**src/rtl/if2id_queue.sv**
```systemverilog
// IF->ID stage buffer: DEPTH-entry circular queue of {inst, inst_addr, int_flag} with
// valid/ready on both sides, decode hold and synchronous flush. Optional macro: IF2ID_QUEUE_BYPASS_EN.

`ifndef Hold_Flag_Bus
`define Hold_Flag_Bus 2:0
`endif
`ifndef Hold_If
`define Hold_If 3'b010
`endif
`ifndef INST_NOP
`define INST_NOP 32'h00000001
`endif
`ifndef INT_NONE
`define INT_NONE 8'h0
`endif

module if2id_queue #(
    parameter int unsigned INST_W = 32,
    parameter int unsigned ADDR_W = 32,
    parameter int unsigned INT_W  = 8,
    parameter int unsigned DEPTH  = 4,
    localparam int unsigned CNT_W = $clog2(DEPTH) + 1
) (
    input  logic                 clk,
    input  logic                 rst,
    input  logic                 flush_i,
    input  logic [`Hold_Flag_Bus] hold_flag_i,
    input  logic                 in_valid_i,
    output logic                 in_ready_o,
    input  logic [INST_W-1:0]    inst_i,
    input  logic [ADDR_W-1:0]    inst_addr_i,
    input  logic [INT_W-1:0]     int_flag_i,
    output logic                 out_valid_o,
    input  logic                 out_ready_i,
    output logic [INST_W-1:0]    inst_o,
    output logic [ADDR_W-1:0]    inst_addr_o,
    output logic [INT_W-1:0]     int_flag_o,
    output logic [CNT_W-1:0]     count_o
);

    localparam int unsigned PTR_W = $clog2(DEPTH);

    logic [INST_W-1:0] inst_mem [DEPTH];
    logic [ADDR_W-1:0] addr_mem [DEPTH];
    logic [INT_W-1:0]  flag_mem [DEPTH];

    logic [PTR_W-1:0] wr_ptr;
    logic [PTR_W-1:0] rd_ptr;
    logic [CNT_W-1:0] cnt;

    logic full;
    logic empty;
    logic hold_en;
    logic push;
    logic pop;
    logic bypass;
    logic wr_en;
    logic rd_en;

    // Handshake and queue control; bypass only steers the head when the queue is empty
    always_comb begin
        full       = (cnt == CNT_W'(DEPTH));
        empty      = (cnt == '0);
        hold_en    = (hold_flag_i >= `Hold_If);
        in_ready_o = !full && !flush_i;
        push       = in_valid_i && in_ready_o;
`ifdef IF2ID_QUEUE_BYPASS_EN
        bypass      = empty && !flush_i;
        out_valid_o = bypass ? in_valid_i : (!empty && !flush_i);
`else
        bypass      = 1'b0;
        out_valid_o = !empty && !flush_i;
`endif
        pop   = out_valid_o && out_ready_i && !hold_en;
        // A bypassed entry consumed in the same cycle never touches storage
        wr_en = push && !(bypass && pop);
        rd_en = pop && !bypass;
    end

    // Head presentation: NOP bubble whenever nothing valid is offered
    always_comb begin
        inst_o      = INST_W'(`INST_NOP);
        inst_addr_o = '0;
        int_flag_o  = INT_W'(`INT_NONE);
        if (out_valid_o) begin
            if (bypass) begin
                inst_o      = inst_i;
                inst_addr_o = inst_addr_i;
                int_flag_o  = int_flag_i;
            end else begin
                inst_o      = inst_mem[rd_ptr];
                inst_addr_o = addr_mem[rd_ptr];
                int_flag_o  = flag_mem[rd_ptr];
            end
        end
    end

    // Payload storage needs no reset: reads are masked until an entry is written
    always_ff @(posedge clk) begin
        if (!rst && wr_en) begin
            inst_mem[wr_ptr] <= inst_i;
            addr_mem[wr_ptr] <= inst_addr_i;
            flag_mem[wr_ptr] <= int_flag_i;
        end
    end

    always_ff @(posedge clk) begin
        if (rst || flush_i) begin
            wr_ptr <= '0;
            rd_ptr <= '0;
            cnt    <= '0;
        end else begin
            if (wr_en) begin
                wr_ptr <= wr_ptr + PTR_W'(1);
            end
            if (rd_en) begin
                rd_ptr <= rd_ptr + PTR_W'(1);
            end
            case ({wr_en, rd_en})
                2'b10:   cnt <= cnt + CNT_W'(1);
                2'b01:   cnt <= cnt - CNT_W'(1);
                default: cnt <= cnt;
            endcase
        end
    end

    assign count_o = cnt;

endmodule

```
**config.mk**
```make
export PLATFORM = sky130hd
export DESIGN_NAME = if2id_queue
export DESIGN_NICKNAME = d
export VERILOG_FILES = /design/src/rtl/if2id_queue.sv
export SDC_FILE = /design/constraint.sdc
export NUM_CORES = 1
export LEC_CHECK = 0
export CAP_MARGIN = 40
export CELL_PAD_IN_SITES_DETAIL_PLACEMENT = 1
export CELL_PAD_IN_SITES_GLOBAL_PLACEMENT = 1
export CORE_MARGIN = 2
export CORE_UTILIZATION = 30
export CTS_CLUSTER_SIZE = 40
export DETAILED_ROUTE_END_ITERATION = 16
export PLACE_DENSITY_LB_ADDON = 0.1
export SYNTH_ARGS = -nofsm -noshare
export SYNTH_HDL_FRONTEND = slang
export SYNTH_SLANG_ARGS = --single-unit
```
**constraint.sdc**
```tcl
create_clock -name clk -period 4.6 [get_ports clk]
set_input_delay 1.15 -clock clk [delete_from_list [all_inputs] [get_ports clk]]
set_output_delay 1.15 -clock clk [all_outputs]
set_load 0.01 [all_outputs]
```
==> summary.txt <==
Placement
  • GPL Wtd Cong: 0.676
  • Dpl hpwl: 13800 µm
  • PortBufs: 155

Worst setup path
  • Total stage count of the critical path: 5
  • CP Buf/Inv Count: 3
  • RR Endpoint: count_o[2]$_SDFFE_PP0P_
  • Worst-path fanout max: 36
  • CP Launch Type: input pin
  • CP startpoint: flush_i
  • R2R cell count: 8
  • Peak per-stage delay on the critical path: 0.59 ns
  • Critical Path RT: 3.45 ns
  • Worst path most repeated cell: clkdlybuf4s50_1
  • Critical Path Sink: inst_addr_o[11]
  • CP max stage cell: clkdlybuf4s50_1
  • Kind of cell adding the most delay to the critical path: buffers and inverters
  • Worst reg2reg setup slack: 1.97 ns
  • Critical path type: input pin to primary output
  • Reg2Reg Launch Point: count_o[2]$_SDFFE_PP0P_
  • Worst path cell trace: clkdlybuf4s50_1 -> nor2_4 -> buf_12 -> and2_1 -> clkdlybuf4s50_1
  • Crit path arrival time: 3.01 ns
  • Nature of the critical path endpoint: primary output

Power
  • Leakage: 0.00457 µW
  • Power Density: 399 mW/mm²
  • VDD IR max: 0.000245 V

Clock tree
  • Post-CTS Repair Setup Buffers: 0
  • Clk Latency, worst-skew pair: 0.50 ns
  • Num CTS Buffers: 35
  • CTS tree: built
  • Reg clk slew, reported paths: 0.05 ns
  • CTS sink cnt: 297
  • Cts repair resizes: 0
  • CTS max path bufs: 3
  • H-tree levels: 2
  • Root Driver: clkbuf_16
  • Hold Buf Count CTS: 0

Synth
  • Syn Nets: 600
  • Commonest cells post-synth: edfxtp_1, and2_1, mux4_2
  • EDFF count, synth: 288
  • Top-count cell post-synth: edfxtp_1
  • Flops & latches, synth: 297
  • Sequential area share after synthesis: 77.9%
  • Synth cell types: 24
  • Post-synth top flop: edfxtp_1
  • Synth Instances: 514
  • Async SR Flop Fraction: 0%
  • Post-synth top area share: 76.3%
  • Largest area contributor in the netlist: edfxtp_1
  • Ranking of synthesized cells by area: edfxtp_1, mux4_2, and2_1, dfxtp_1, ha_1
  • Syn. warnings: 0
  • Mean Syn Cell Area: 22.0 µm²
  • Mapped cell area: 0.0113 mm²

Floorplan
  • Core area: 0.0374 mm²
  • Initial Util: 30.3%
  • Die X: 198 µm
  • Die Ht: 198 µm
  • Row count: 71
  • Die Area: 0.0393 mm²
  • I/O pins: 157

STA
  • F_max: 0.241 GHz
  • Worst Tran Pin Value: 0.767 ns
  • Setup TNS: 0 ns
  • Clk_skew: 0.00756 ns
  • RSZ-0062 raised after global routing: false
  • Min Tclk post-route: 4.16 ns
  • Period utilisation layout: 90.4%
  • Worst slew margin: 48.8%
  • Final-report setup violation count: 0
  • Hold_ws: 0.483 ns
  • Slew Viols, Final: 0
  • Endpoints failing hold: 0

Cells and area
  • Final net count: 778
  • Ratio of cells with drive above 1 in the final layout: 20.1%
  • Synthesis-to-finish area growth: 30.4%

Global routing
  • Initial antenna violation count: 2
  • Global route overflow: 0
  • Largest net degree at the start of global routing: 73
  • First-pass GRT wire length: 38100 µm
  • Number of global-route vias before repair: 6299
  • Global-route usage over all layers: 13.0%

Detailed routing
  • Routed vias/inst: 4.50
  • DRC: 0
  • DR WL/cell: 20.2 µm
  • Drt pass-1 iters: 4
  • Routed WL: 24800 µm
  • 1st-iter DRT viols: 231
  • Vias: 5540
  • Post-route ant nets: 0

Flow run
  • Max-Cap Viols: 0

Status
  • Status: completed

Min path
  • HP Class: register to register
## final cells by class
| cell class | instances | area (µm²) |
|---|---|---|
| tap | 511 | 639 |
| clock inverter | 21 | 203 |
| multi-input combinational | 187 | 2400 |
| clock buffer | 42 | 945 |
| timing repair buffer | 165 | 1730 |
| sequential | 297 | 8840 |
| antenna | 2 | 5.00 |
| fill | 3594 | 22600 |
| inverter | 6 | 22.5 |
## worst min-delay path, cell delays in order, from the launching register on
cell	delay, ns
dfxtp_1	0.31
o31ai_1	0.06
a21oi_1	0.07
## state kept, by name, indices dropped and copies added (netlist names), named ones only
register and cells:
wr_ptr 2, rd_ptr 2, inst_mem 128, addr_mem 128, flag_mem 32, count_o 3
## placed cells by master, fill, tap and decap left out, types with 2 or more instances in the layout
| cell | n |
|---|---|
| a21oi_1 | 6 |
| and2_1 | 71 |
| and2_4 | 4 |
| buf_12 | 8 |
| buf_4 | 2 |
| bufinv_16 | 4 |
| clkbuf_1 | 5 |
| clkbuf_16 | 37 |
| clkdlybuf4s50_1 | 155 |
| clkinv_1 | 7 |
| clkinv_2 | 8 |
| dfxtp_1 | 7 |
| dfxtp_4 | 2 |
| diode_2 | 2 |
| edfxtp_1 | 288 |
| ha_1 | 5 |
| inv_1 | 6 |
| mux4_2 | 72 |
| nor2_1 | 6 |
| nor3b_1 | 2 |
| o21a_1 | 2 |
| o21ai_0 | 3 |
| or2_2 | 2 |
| or3_1 | 4 |
| xor2_1 | 2 |
## cells by family (layout without fill, tap and decap cells)
group                    after synthesis  in the layout  synth area share [%]
AND/OR/NAND/NOR                       95             95                  5.21
multiplexers                          72             72                  14.3
AO/OA/AOI/OAI                         12             12                 0.596
XOR/XNOR                               2              2                 0.155
buffers and inverters                 30            234                  1.08
adder cells (fa/ha/maj)                6              6                 0.729
flip-flops                           297            297                  77.9
other                                  0              2                     0
## report_power, final
part	leakage (µW)	internal, µW	switching (µW)
Sequential	0.00268	2990	5.97
Combinational	0.00133	105	80.2
Clock	0.000565	1690	1030
## layer usage
layer | global-route usage [%] | up-vias | part of all wire [%]
li1 | - | 2446 | -
met4 | 3.59 | 2 | 2.0
met1 | 16.1 | 2915 | 41
met3 | 3.75 | 45 | 6.6
met2 | 22.1 | 132 | 50
met5 | 0 | - | 0.052
## how the worst min path moves through the flow
stage                      startpoint       end  slack (ns)  depth (start not counted)
5_1_grt        rd_ptr[1]$_SDFFE_PP0P_  register        0.52                          2
3_3_place_gp   rd_ptr[1]$_SDFFE_PP0P_  register        0.46                          2
4_1_cts        rd_ptr[1]$_SDFFE_PP0P_  register        0.49                          2
3_5_place_dp   rd_ptr[1]$_SDFFE_PP0P_  register        0.48                          2
6_report       rd_ptr[1]$_SDFFE_PP0P_  register        0.48                          2
2_1_floorplan  rd_ptr[1]$_SDFFE_PP0P_  register        0.45                          2
## per-stage QoR
step	instances	util [%]	setup slack [ns]	instance area (µm²)	total power, µW
2_1_floorplan	514	-	0.876	11300	3110
3_3_place_gp	1166	36.4	0.413	13600	3230
3_5_place_dp	1166	36.4	0.402	13600	3240
4_1_cts	1229	39.5	0.379	14800	5990
5_1_grt	1229	39.5	0.329	14800	6100
6_report	1231	39.5	0.442	14800	5900
No activity file was read; power rests on OpenSTA's default activity.
